`config.mk`:
```
export PLATFORM = sky130hd
export DESIGN_NAME = timer_slave
export DESIGN_NICKNAME = d
export VERILOG_FILES = /design/src/rtl/timer_slave_pkg.sv /design/src/rtl/timer_slave_prescaler.sv /design/src/rtl/timer_slave.sv
export SDC_FILE = /design/constraint.sdc
export NUM_CORES = 1
export LEC_CHECK = 0
export ABC_AREA = 1
export ABC_CLOCK_PERIOD_IN_PS = 2050
export CAP_MARGIN = 0
export CORE_MARGIN = 10
export CORE_UTILIZATION = 45
export DETAILED_ROUTE_END_ITERATION = 12
export PLACE_DENSITY = 0.79
export SYNTH_ARGS = -nofsm -noshare
export SYNTH_HDL_FRONTEND = slang
export SYNTH_HIERARCHICAL = 1
export SYNTH_SLANG_ARGS = --single-unit
```
`constraint.sdc`:
```
create_clock -name clk -period 2.05 [get_ports clk]
set_input_delay 0.41 -clock clk [delete_from_list [all_inputs] [get_ports clk]]
set_output_delay 0.41 -clock clk [all_outputs]
set_load 0.01 [all_outputs]
```
`src/rtl/timer_slave_pkg.sv`:
```
// Shared definitions for the RIB timer slave: bus types, register offsets,
// CTRL field layout and small helpers used by the top level.
package timer_slave_pkg;

  // Data and address widths of the RIB peripheral bus.
  localparam int MEM_BUS_W      = 32;
  localparam int MEM_ADDR_BUS_W = 32;

  typedef logic [MEM_BUS_W-1:0]      MemBus;
  typedef logic [MEM_ADDR_BUS_W-1:0] MemAddrBus;

  // Word offsets decoded from addr[3:2].
  localparam logic [1:0] TIMER_CTRL   = 2'd0;
  localparam logic [1:0] TIMER_COUNT  = 2'd1;
  localparam logic [1:0] TIMER_CMP    = 2'd2;
  localparam logic [1:0] TIMER_STATUS = 2'd3;

  // CTRL bit positions.
  localparam int CTRL_EN_BIT = 0;
  localparam int CTRL_IE_BIT = 1;
  localparam int CTRL_AR_BIT = 2;

  // STATUS bit positions.
  localparam int STATUS_PEND_BIT = 0;

  // CTRL register contents; field order puts EN at bit0, IE at bit1, AR at bit2.
  typedef struct packed {
    logic ar;
    logic ie;
    logic en;
  } ctrl_t;

  localparam ctrl_t CTRL_RST = '{ar: 1'b0, ie: 1'b0, en: 1'b0};

  // Extract the implemented CTRL fields from a bus write word; upper bits dropped.
  function automatic ctrl_t ctrl_from_word(input MemBus word);
    ctrl_t c;
    c.en = word[CTRL_EN_BIT];
    c.ie = word[CTRL_IE_BIT];
    c.ar = word[CTRL_AR_BIT];
    return c;
  endfunction

  // Present CTRL as a bus read word with unimplemented bits reading zero.
  function automatic MemBus ctrl_to_word(input ctrl_t c);
    MemBus w;
    w = 32'h0000_0000;
    w[CTRL_EN_BIT] = c.en;
    w[CTRL_IE_BIT] = c.ie;
    w[CTRL_AR_BIT] = c.ar;
    return w;
  endfunction

  // Present STATUS as a bus read word; only PEND is implemented.
  function automatic MemBus status_to_word(input logic pend);
    MemBus w;
    w = 32'h0000_0000;
    w[STATUS_PEND_BIT] = pend;
    return w;
  endfunction

endpackage

```
`src/rtl/timer_slave_prescaler.sv`:
```
// Clock prescaler for the timer: produces a one-cycle tick every PRESCALE
// clock cycles while enabled, and parks at zero while disabled.
module timer_prescaler #(
  parameter int unsigned PRESCALE = 1
) (
  input  logic clk,
  input  logic rstn,
  input  logic en_i,
  output logic tick_o
);

  // Counter width covers 0..PRESCALE-1; a single bit is kept for PRESCALE=1.
  localparam int PW = (PRESCALE > 1) ? $clog2(PRESCALE) : 1;
  localparam logic [PW-1:0] LAST = PW'(PRESCALE - 1);

  logic [PW-1:0] cnt_q;
  logic [PW-1:0] cnt_d;
  logic          at_last_s;

  assign at_last_s = (cnt_q == LAST);

  // The tick is asserted during the cycle the counter sits on its last value.
  assign tick_o = en_i & at_last_s;

  // Next prescaler value: hold at zero when disabled, wrap after the last value.
  always_comb begin
    cnt_d = cnt_q;
    if (!en_i) begin
      cnt_d = '0;
    end else if (at_last_s) begin
      cnt_d = '0;
    end else begin
      cnt_d = cnt_q + {{(PW-1){1'b0}}, 1'b1};
    end
  end

  // Prescaler state register.
  always_ff @(posedge clk or negedge rstn) begin
    if (!rstn) begin
      cnt_q <= '0;
    end else begin
      cnt_q <= cnt_d;
    end
  end

endmodule

```
`src/rtl/timer_slave.sv`:
```
// Memory-mapped 32-bit timer on the RIB peripheral bus. Zero-wait-state
// register file (CTRL, COUNT, CMP, STATUS), prescaled up-counter with
// compare match, one-shot or periodic mode, and a level interrupt.
module timer_slave
  import timer_slave_pkg::*;
#(
  parameter int unsigned PRESCALE = 1,
  parameter logic [31:0] CMP_RST  = 32'hFFFF_FFFF
) (
  input  logic      clk,
  input  logic      rstn,
  input  logic      req_i,
  input  logic      we_i,
  input  MemAddrBus addr_i,
  input  MemBus     data_i,
  output MemBus     data_o,
  output logic      int_o
);

  // Architectural state.
  ctrl_t ctrl_q, ctrl_d;
  MemBus count_q, count_d;
  MemBus cmp_q, cmp_d;
  logic  pend_q, pend_d;

  // Decode and datapath signals.
  logic [1:0] sel_s;
  logic       wr_s;
  logic       wr_ctrl_s;
  logic       wr_count_s;
  logic       wr_cmp_s;
  logic       wr_status_s;
  logic       rd_s;
  logic       tick_s;
  logic       eff_tick_s;
  logic       match_s;
  MemBus      rd_data_s;
  logic       unused_addr_s;

  // Only addr[3:2] selects a register; the remaining address bits are don't-care.
  assign sel_s         = addr_i[3:2];
  assign unused_addr_s = ^{addr_i[31:4], addr_i[1:0]};

  assign wr_s        = req_i & we_i;
  assign rd_s        = req_i & ~we_i;
  assign wr_ctrl_s   = wr_s & (sel_s == TIMER_CTRL);
  assign wr_count_s  = wr_s & (sel_s == TIMER_COUNT);
  assign wr_cmp_s    = wr_s & (sel_s == TIMER_CMP);
  assign wr_status_s = wr_s & (sel_s == TIMER_STATUS);

  timer_prescaler #(
    .PRESCALE (PRESCALE)
  ) u_prescaler (
    .clk    (clk),
    .rstn   (rstn),
    .en_i   (ctrl_q.en),
    .tick_o (tick_s)
  );

  // A software write to COUNT overrides a coincident tick, so that tick
  // neither advances the counter nor produces a match. The compare uses the
  // CMP value registered before this edge, so a CMP write applies next time.
  assign eff_tick_s = tick_s & ~wr_count_s;
  assign match_s    = eff_tick_s & (count_q == cmp_q);

  // Next-state for CTRL: software write beats the one-shot auto-clear of EN.
  always_comb begin
    ctrl_d = ctrl_q;
    if (wr_ctrl_s) begin
      ctrl_d = ctrl_from_word(data_i);
    end else if (match_s && !ctrl_q.ar) begin
      ctrl_d.en = 1'b0;
    end else begin
      ctrl_d = ctrl_q;
    end
  end

  // Next-state for COUNT: software write, then reload/hold on match, then increment.
  always_comb begin
    count_d = count_q;
    if (wr_count_s) begin
      count_d = data_i;
    end else if (match_s) begin
      if (ctrl_q.ar) begin
        count_d = 32'h0000_0000;
      end else begin
        count_d = count_q;
      end
    end else if (eff_tick_s) begin
      count_d = count_q + 32'h0000_0001;
    end else begin
      count_d = count_q;
    end
  end

  // Next-state for CMP: plain software-written register.
  always_comb begin
    cmp_d = cmp_q;
    if (wr_cmp_s) begin
      cmp_d = data_i;
    end else begin
      cmp_d = cmp_q;
    end
  end

  // Next-state for PEND: a new match sets it and beats a coincident W1C.
  always_comb begin
    pend_d = pend_q;
    if (match_s) begin
      pend_d = 1'b1;
    end else if (wr_status_s && data_i[STATUS_PEND_BIT]) begin
      pend_d = 1'b0;
    end else begin
      pend_d = pend_q;
    end
  end

  // Register file update; reset returns every register to its power-on value.
  always_ff @(posedge clk or negedge rstn) begin
    if (!rstn) begin
      ctrl_q  <= CTRL_RST;
      count_q <= 32'h0000_0000;
      cmp_q   <= CMP_RST;
      pend_q  <= 1'b0;
    end else begin
      ctrl_q  <= ctrl_d;
      count_q <= count_d;
      cmp_q   <= cmp_d;
      pend_q  <= pend_d;
    end
  end

  // Read mux: combinational select of the addressed register.
  always_comb begin
    rd_data_s = 32'h0000_0000;
    case (sel_s)
      TIMER_CTRL:   rd_data_s = ctrl_to_word(ctrl_q);
      TIMER_COUNT:  rd_data_s = count_q;
      TIMER_CMP:    rd_data_s = cmp_q;
      TIMER_STATUS: rd_data_s = status_to_word(pend_q);
      default:      rd_data_s = 32'h0000_0000;
    endcase
  end

  // The bus only sees read data during a read request; otherwise it is zero.
  assign data_o = rd_s ? rd_data_s : 32'h0000_0000;

  // Level interrupt straight from the registered PEND and IE bits.
  assign int_o = pend_q & ctrl_q.ie;

endmodule

```
======== Word-level counts from Yosys, hierarchy flattened ========
Index checks and enable logic that the tools add are counted.
operators by class
  add/sub/neg operators ................... 2
  multiply operators ...................... 0
  div/mod/pow operators ................... 0
  $lt $le $gt $ge ......................... 0
  equality and inequality tests ........... 5
  shift-type cells ........................ 0
  multiplexer cells ....................... 12
  bitwise gates (word level) .............. 13
  reduce and logical (&&, ||, !) cells .... 8
operator list
  operator                                              count
  two-way mux 32 bit                                    5
  case mux 32 bit (4 select lines)                      1
  adder 32 x 1 -> 32 bit (second input constant)        1
  equality test 32 bit                                  1
  AND 1 bit                                             10
  two-way mux 1 bit                                     6
  equality test 2 bit (second input constant)           2
  nonzero test 2 bit                                    2
  inequality test 3 bit (second input constant)         1
  inverter 1 bit                                        3
  nonzero test 3 bit                                    1
  equality test 2 x 1 -> 1 bit (second input constant)  1
  logical AND 1 bit                                     2
  logical NOT 2 bit                                     1
  AND reduction 2 bit                                   1
  adder 1 bit (second input constant)                   1
  logical NOT 1 bit                                     1
word-level totals
  flip-flop bits (word level) ............. 69
  bits in latches ......................... 0
  RAM bits ................................ 0
  ROM bits ................................ 0
  input bits .............................. 68
  output and inout port bits .............. 33
  word-level logic and storage cells ...... 47
  memories kept ........................... 0

======== Depth between registers and ports, before layout ========
Gate-level depths: netlist of run 1.
  depth in word-level cells ............... 8
  depth in mapped cells ................... 14
  mapped depth without buffers ............ 13

======== By module ========
Netlist of run 1, hierarchy kept.
modules (own cells, without submodules)
  module           times used  cells an instance  area each (µm²)  sequential area each (µm²)
  timer_slave      1           835                5163.7           1741.7
  timer_prescaler  1           1                  7.5              0.0

======== Worst setup path after synthesis of run 1 ========
OpenSTA, ideal clock, no wires.
  path type ............................... input-to-output
  start point ............................. input addr_i[3]
  end point ............................... output data_o[2]
  arrival time ............................ 1.374 ns
  required time ........................... 1.640 ns
  slack ................................... 0.266 ns
  cell stages on the path ................. 5
  buffers on the path ..................... 1
  cell sequence ........................... inv_1 -> nor2_1 -> clkbuf_1 -> a221oi_1 -> a211oi_1
on the way
  cells in the longest elaborated chain, start to end .. 3
  elaborated cells between the ends (all ways) .. 6
  those cells by class .................... eq/ne (3); mux (2); reduce/logical (1)
ends and longest elaborated chain
  what                                               line                RTL
  start: declaration                                 timer_slave.sv:14   input MemAddrBus addr_i,
  equality test 2 bit, or another cell as far along  timer_slave.sv:136  case (sel_s)
  case mux 32 bit (4 select lines) (*)               timer_slave.sv:136
  two-way mux 32 bit (*)                             timer_slave.sv:146  assign data_o = rd_s ? rd_data_s : 32'h0000_0000;
  end: declaration                                   timer_slave.sv:16   output MemBus data_o,
Every way passes the cells marked *; elsewhere a longest branch is shown, timed or not.

======== Worst setup path after layout of run 1 ========
  start point ............................. input addr_i[3]
  end point ............................... output data_o[28]
Same word-level chain as after synthesis.

==> results.txt, run 1 <==
status = complete, no violations
largest net degree at the start of global routing = 28
final hold violations = 0
fin crit period = 2000 ps
root buf cell = clkbuf_16
Min Hold Slack = 61.2 ps
FF-to-FF Start = count_q[1]$_DFFE_PN0P_
share of the synthesized area in the top cell type = 0.221
Final Setup Violations = 0
Clock Pin Slew Worst Setup and Hold Paths = 50 ps
Routed WL = 15800 um
gpl congestion = 0.955
Vias = 5604
final setup margin = 46.9 ps
Std-Cell Rows = 39
most frequent cells after synthesis = nand2_1 (305), nand3_1 (109), inv_1 (97)
headroom to the max-slew limit = 0.642
Die Footprint = 16200 sq um
Post-synth top flop = dfrtp_1
fin. max-slew vios = 0
synthesized net count = 905
Setup Slack @ Placement = -609 ps
Avg Cell Area, Syn = 6.19 sq um
H-tree depth = 3
Via density = 5.25
critical path required time = 1640 ps
fraction of layout cells with a size suffix above 1 = 0.172
Critical Path Sink Type = output pin
post-DR wirelength/cell = 14.8 um
Mapped Cells = 836
IO buf count = 70
CTS Buf Count = 9
FF-to-FF End = count_q[30]$_DFFE_PN0P_
GRT Util Overall = 0.195
Fmax = 499 MHz
Reg2Reg Depth = 10
Worst Skew = 5.63 ps
static leakage = 0.00326 uW
HP Class = in -> async
initial antenna violation count = 0
residual DRC count = 0
Max clock buf depth = 2
Area contributors post-synth = nand2_1 (22%), dfrtp_1 (17%), dfstp_2 (16%), nand3_1 (11%), inv_1 (7.0%)
Startpoint Class = input pin
reg2reg setup slack = 90 ps
period utilisation layout = 0.977
Slew @ Worst Pin = 536 ps
final instance area = 6510 sq um
Power per Cell Area = 1050 nW/um^2
first-pass GRT wire length = 26300 um
width of the die = 127 um
Hold Buf Count CTS = 0
total gr overflow = 0
Ports = 101
Max-Cap Viols = 0
HPWL after detailed placement = 12100 um
Die Y-Extent = 127 um
CTS tree = done
register area share after synthesis = 0.337
antenna cells = 0
Syn. warnings = 6
Initial DRC Count = 572
antenna-violating nets left = 0
Nets = 989
Netlist Area Pre-Place = 5170 sq um
Critical Path Fanout Max = 14
count leader, synth = nand2_1
placed inst area = 6270 sq um
Yosys top cell by area = nand2_1
Area Overhead vs Synth = 25.9%
Skew-Pair Late Insertion Delay = 330 ps
clk sink count = 68
Synth Register Bits = 68
critical path class = in -> out
Initial Utilization = 0.457
WP data arrival = 1590 ps
number of global-route vias before repair = 5520
Post-synth EDFFs = 0
Core Footprint = 11300 sq um
VDD IR max = 0.000720 V
ys async rst share = 1.00
FILL cells = 1088
Cell variety after synth = 36
first-pass iteration count of the detailed router = 7
## worst max path at each step
stage,startpoint,end,slack [ps],cells past startpoint
3_5_place_dp,addr_i[3],data_o[31],-610,8
5_1_grt,addr_i[3],data_o[14],-10,8
2_1_floorplan,addr_i[3],data_o[2],270,5
3_3_place_gp,addr_i[2],data_o[0],-610,6
4_1_cts,addr_i[2],data_o[1],-6,9
6_report,addr_i[3],data_o[28],50,7
## worst max-delay path, cell delays in order
cell,delay (ps)
clkdlybuf4s15_2,270
inv_1,110
nor2_4,130
buf_12,170
nand2_1,60
a21oi_1,170
clkdlybuf4s15_1,270
## stage by stage
stage / TNS, ps / utilization / std cells / power (uW)
floorplan: 0 / - / 836 / 4390
global placement: -28400 / 0.554 / 1048 / 5230
detailed placement: -32420 / 0.554 / 1048 / 5300
CTS: -5.62 / 0.575 / 1066 / 6850
global route: -27.3 / 0.575 / 1068 / 7430
finish: 0 / 0.575 / 1068 / 6870
## layout make-up
class / count / area [sq um] / area share
multi-input cells: 624 / 2890 / 0.443
clock inverters: 4 / 48.8 / 0.00749
flip-flops and latches: 68 / 1740 / 0.268
well taps: 143 / 179 / 0.0275
inverters: 105 / 394 / 0.0605
clock buffers: 12 / 246 / 0.0378
repair buffers: 112 / 1010 / 0.156
## placed cells by master, fill, tap and decap left out, drive strengths merged, types with 4 or more instances in the layout
cell,n
nand2,309
nand3,110
inv,104
nor2,89
buf,63
a21oi,56
dfrtp,36
clkdlybuf4s50,33
dfstp,32
clkbuf,21
o21ai,15
nor3,8
xnor2,7
nand4,7
xor2,5
mux2,5
clkinv,4
## report_power, final
part / internal [uW] / switching, uW / leakage (uW) / total (uW)
Combinational: 1090 / 1610 / 0.00232 / 2700
Clock: 973 / 576 / 0.000147 / 1550
Sequential: 1890 / 735 / 0.000798 / 2620
## sequential cells by signal, summed over array words and instances, names as in the netlist
name / flops
count_q: 32
ctrl_q: 3
cmp_q: 32
pend_q: 1
## layer usage
metal,vias up,wire length [um],track usage
li1,2788,-,-
met1,2538,6640,0.235
met2,228,7550,0.326
met3,50,1090,0.0418
met4,0,553,0.0891
met5,-,0,0
## kinds of logic (layout without fill, tap and decap cells)
kind of cell,count (synthesis),after routing,share of synthesized area
AOI/OAI and AO/OA,77,77,0.0777
xor gates and xnor gates,12,12,0.0203
adders and majority gates,1,1,0.00242
buffers and inverters,144,233,0.114
DFF,68,68,0.337
muxes,5,5,0.0109
and+or+nand+nor,529,529,0.438
## repair_timing
action | in CTS | in global routing
setup endpoints to repair | 33 | 36
endpoints found under the hold margin | 0 | 0
gates cloned | 0 | 0
buffers inserted | 2 | 2
gates resized for setup | 110 | 25
pin swaps | 1 | 2
Note: power is estimated with default switching activity, not from simulation.
==> run 2, diff against run 1 <==
- ABC_CLOCK_PERIOD_IN_PS: 2050 -> unset
- clock period: 2.05 -> 2.45 ns (I/O delays scaled with it)
==> run 2 against run 1 <==
Clock-buffer cell count shrank 1. Utilization unchanged. Power down 16%. Sequential power is 15% lower. Clock power is 9% lower. Non-clock buffer count fell by 13. Global-route usage about the same. Routed wire length down 0.71%. Die area is the same. Worst hold slack improved by 110 ps. Combinational power is 21% lower. Design area stayed put. Critical endpoint is now data_o[31]. Highest routed layer unchanged.
==> results.txt, run 2 (synthesis results as in run 1) <==
Max clock buf depth = 2
most frequent cells in the layout = nand2_1 (304), nand3_1 (109), inv_1 (96), nor2_1 (73), a21oi_1 (56)
Worst Skew = 9.00 ps
fin. max-slew vios = 0
first-pass GRT wire length = 26200 um
IO buf count = 70
reg2reg setup slack = 320 ps
Nets = 976
Ports = 101
final hold violations = 0
number of global-route vias before repair = 5202
FILL cells = 1077
Fmax = 422 MHz
antenna-violating nets left = 0
Setup Slack @ Placement = -393 ps
status = complete, no violations
DP Cell Count = 1035
HPWL after detailed placement = 11400 um
Initial Utilization = 0.457
Critical Path Sink Type = output pin
root buf cell = clkbuf_16
Std-Cell Rows = 39
final setup margin = 79.8 ps
HP Class = in -> async
Clock Pin Slew Worst Setup and Hold Paths = 60 ps
GRT Util Overall = 0.195
Die Footprint = 16200 sq um
Routed WL = 15700 um
Critical Path Fanout Max = 11
total gr overflow = 0
Skew-Pair Late Insertion Delay = 340 ps
Reg2Reg Depth = 10
headroom to the max-slew limit = 0.534
Core Footprint = 11300 sq um
clk sink count = 68
Hold Buf Count CTS = 0
initial antenna violation count = 0
FF-to-FF Start = count_q[0]$_DFFE_PN0P_
CTS Buf Count = 9
fraction of layout cells with a size suffix above 1 = 0.127
Vias = 5601
Slew @ Worst Pin = 693 ps
FF-to-FF End = count_q[28]$_DFFE_PN0P_
largest net degree at the start of global routing = 69
residual DRC count = 0
leading registers by flop count = cmp_q x32, count_q x32, ctrl_q x3
Die Y-Extent = 127 um
Min Hold Slack = 169 ps
Area Overhead vs Synth = 25.9%
first-pass iteration count of the detailed router = 5
fin cells = 1055
unrepaired setup endpoints after global routing = false
WP data arrival = 1880 ps
VDD IR max = 0.000427 V
most common cell after layout, fill and taps aside = nand2_1
Initial DRC Count = 459
Max-Cap Viols = 0
Startpoint Class = input pin
post-DR wirelength/cell = 14.9 um
Via density = 5.31
Power per Cell Area = 886 nW/um^2
width of the die = 127 um
static leakage = 0.00328 uW
period utilisation layout = 0.967
fin crit period = 2370 ps
gpl congestion = 0.964
antenna cells = 0
CTS tree = done
Final Setup Violations = 0
critical path required time = 1960 ps
critical path class = in -> out
H-tree depth = 3
## run 2: changes by cell type in the layout (fill, tap and decap cells not counted), moves of 2 or more
cell | before | now
buf_4 | 29 | 18
nor2_1 | 71 | 73
clkdlybuf4s15_1 | 2 | 5
buf_12 | 11 | 9
a21oi_1 | 53 | 56
clkbuf_2 | 9 | 3
a21oi_2 | 3 | 0
buf_2 | 21 | 2
dlygate4sd2_1 | 3 | 23
clkdlybuf4s50_1 | 33 | 35
## run 2: area by class of cell
type / count / area, sq um / share of cell area
clock inverters: 5 / 75.1 / 0.0115
well taps: 143 / 179 / 0.0275
inverters: 105 / 394 / 0.0605
multi-input cells: 624 / 2870 / 0.441
repair buffers: 99 / 1010 / 0.155
clock buffers: 11 / 243 / 0.0373
flip-flops and latches: 68 / 1740 / 0.267
## run 2: critical path: stages
cell	delay [ps]
clkdlybuf4s50_1	480
inv_1	50
nor2_2	110
inv_2	100
buf_12	150
a21oi_1	190
dlygate4sd2_1	300
## run 2: layer usage
| layer | global-route usage | share of wire |
|---|---|---|
| met4 | 0.0750 | 0.023 |
| met3 | 0.0364 | 0.070 |
| met5 | 0 | 0 |
| met1 | 0.247 | 0.43 |
| met2 | 0.321 | 0.48 |
## run 2: worst max path at each step
| stage | startpoint | endpoint | cells past startpoint |
|---|---|---|---|
| floorplan | addr_i[3] | data_o[2] | 5 |
| global placement | addr_i[2] | data_o[11] | 8 |
| detailed placement | addr_i[3] | data_o[20] | 7 |
| CTS | addr_i[3] | data_o[3] | 9 |
| global route | req_i | data_o[31] | 7 |
| finish | req_i | data_o[31] | 7 |
## run 2: report_power, final
group	internal (uW)	leakage, uW	total (uW)	switching, uW
clock network	913	0.000159	1410	498
registers	1570	0.000799	2220	648
logic	853	0.00232	2130	1280
total	3340	0.00328	5770	2430
## run 2: timing repair
item                       4_1_cts  5_1_grt
resized for setup               46       16
setup endpoints to repair       32       26
setup buffers                    3        0
cloned                           1        0
pin swaps                        3        0
## run 2: metrics by stage
stage	TNS, ps	utilization	area (sq um)	total power, uW
finish	0	0.575	6510	5770
global route	0	0.575	6510	6220
CTS	0	0.575	6510	5750
detailed placement	-10910	0.543	6150	4330
global placement	-10670	0.543	6150	4270
floorplan	0	-	5170	3680
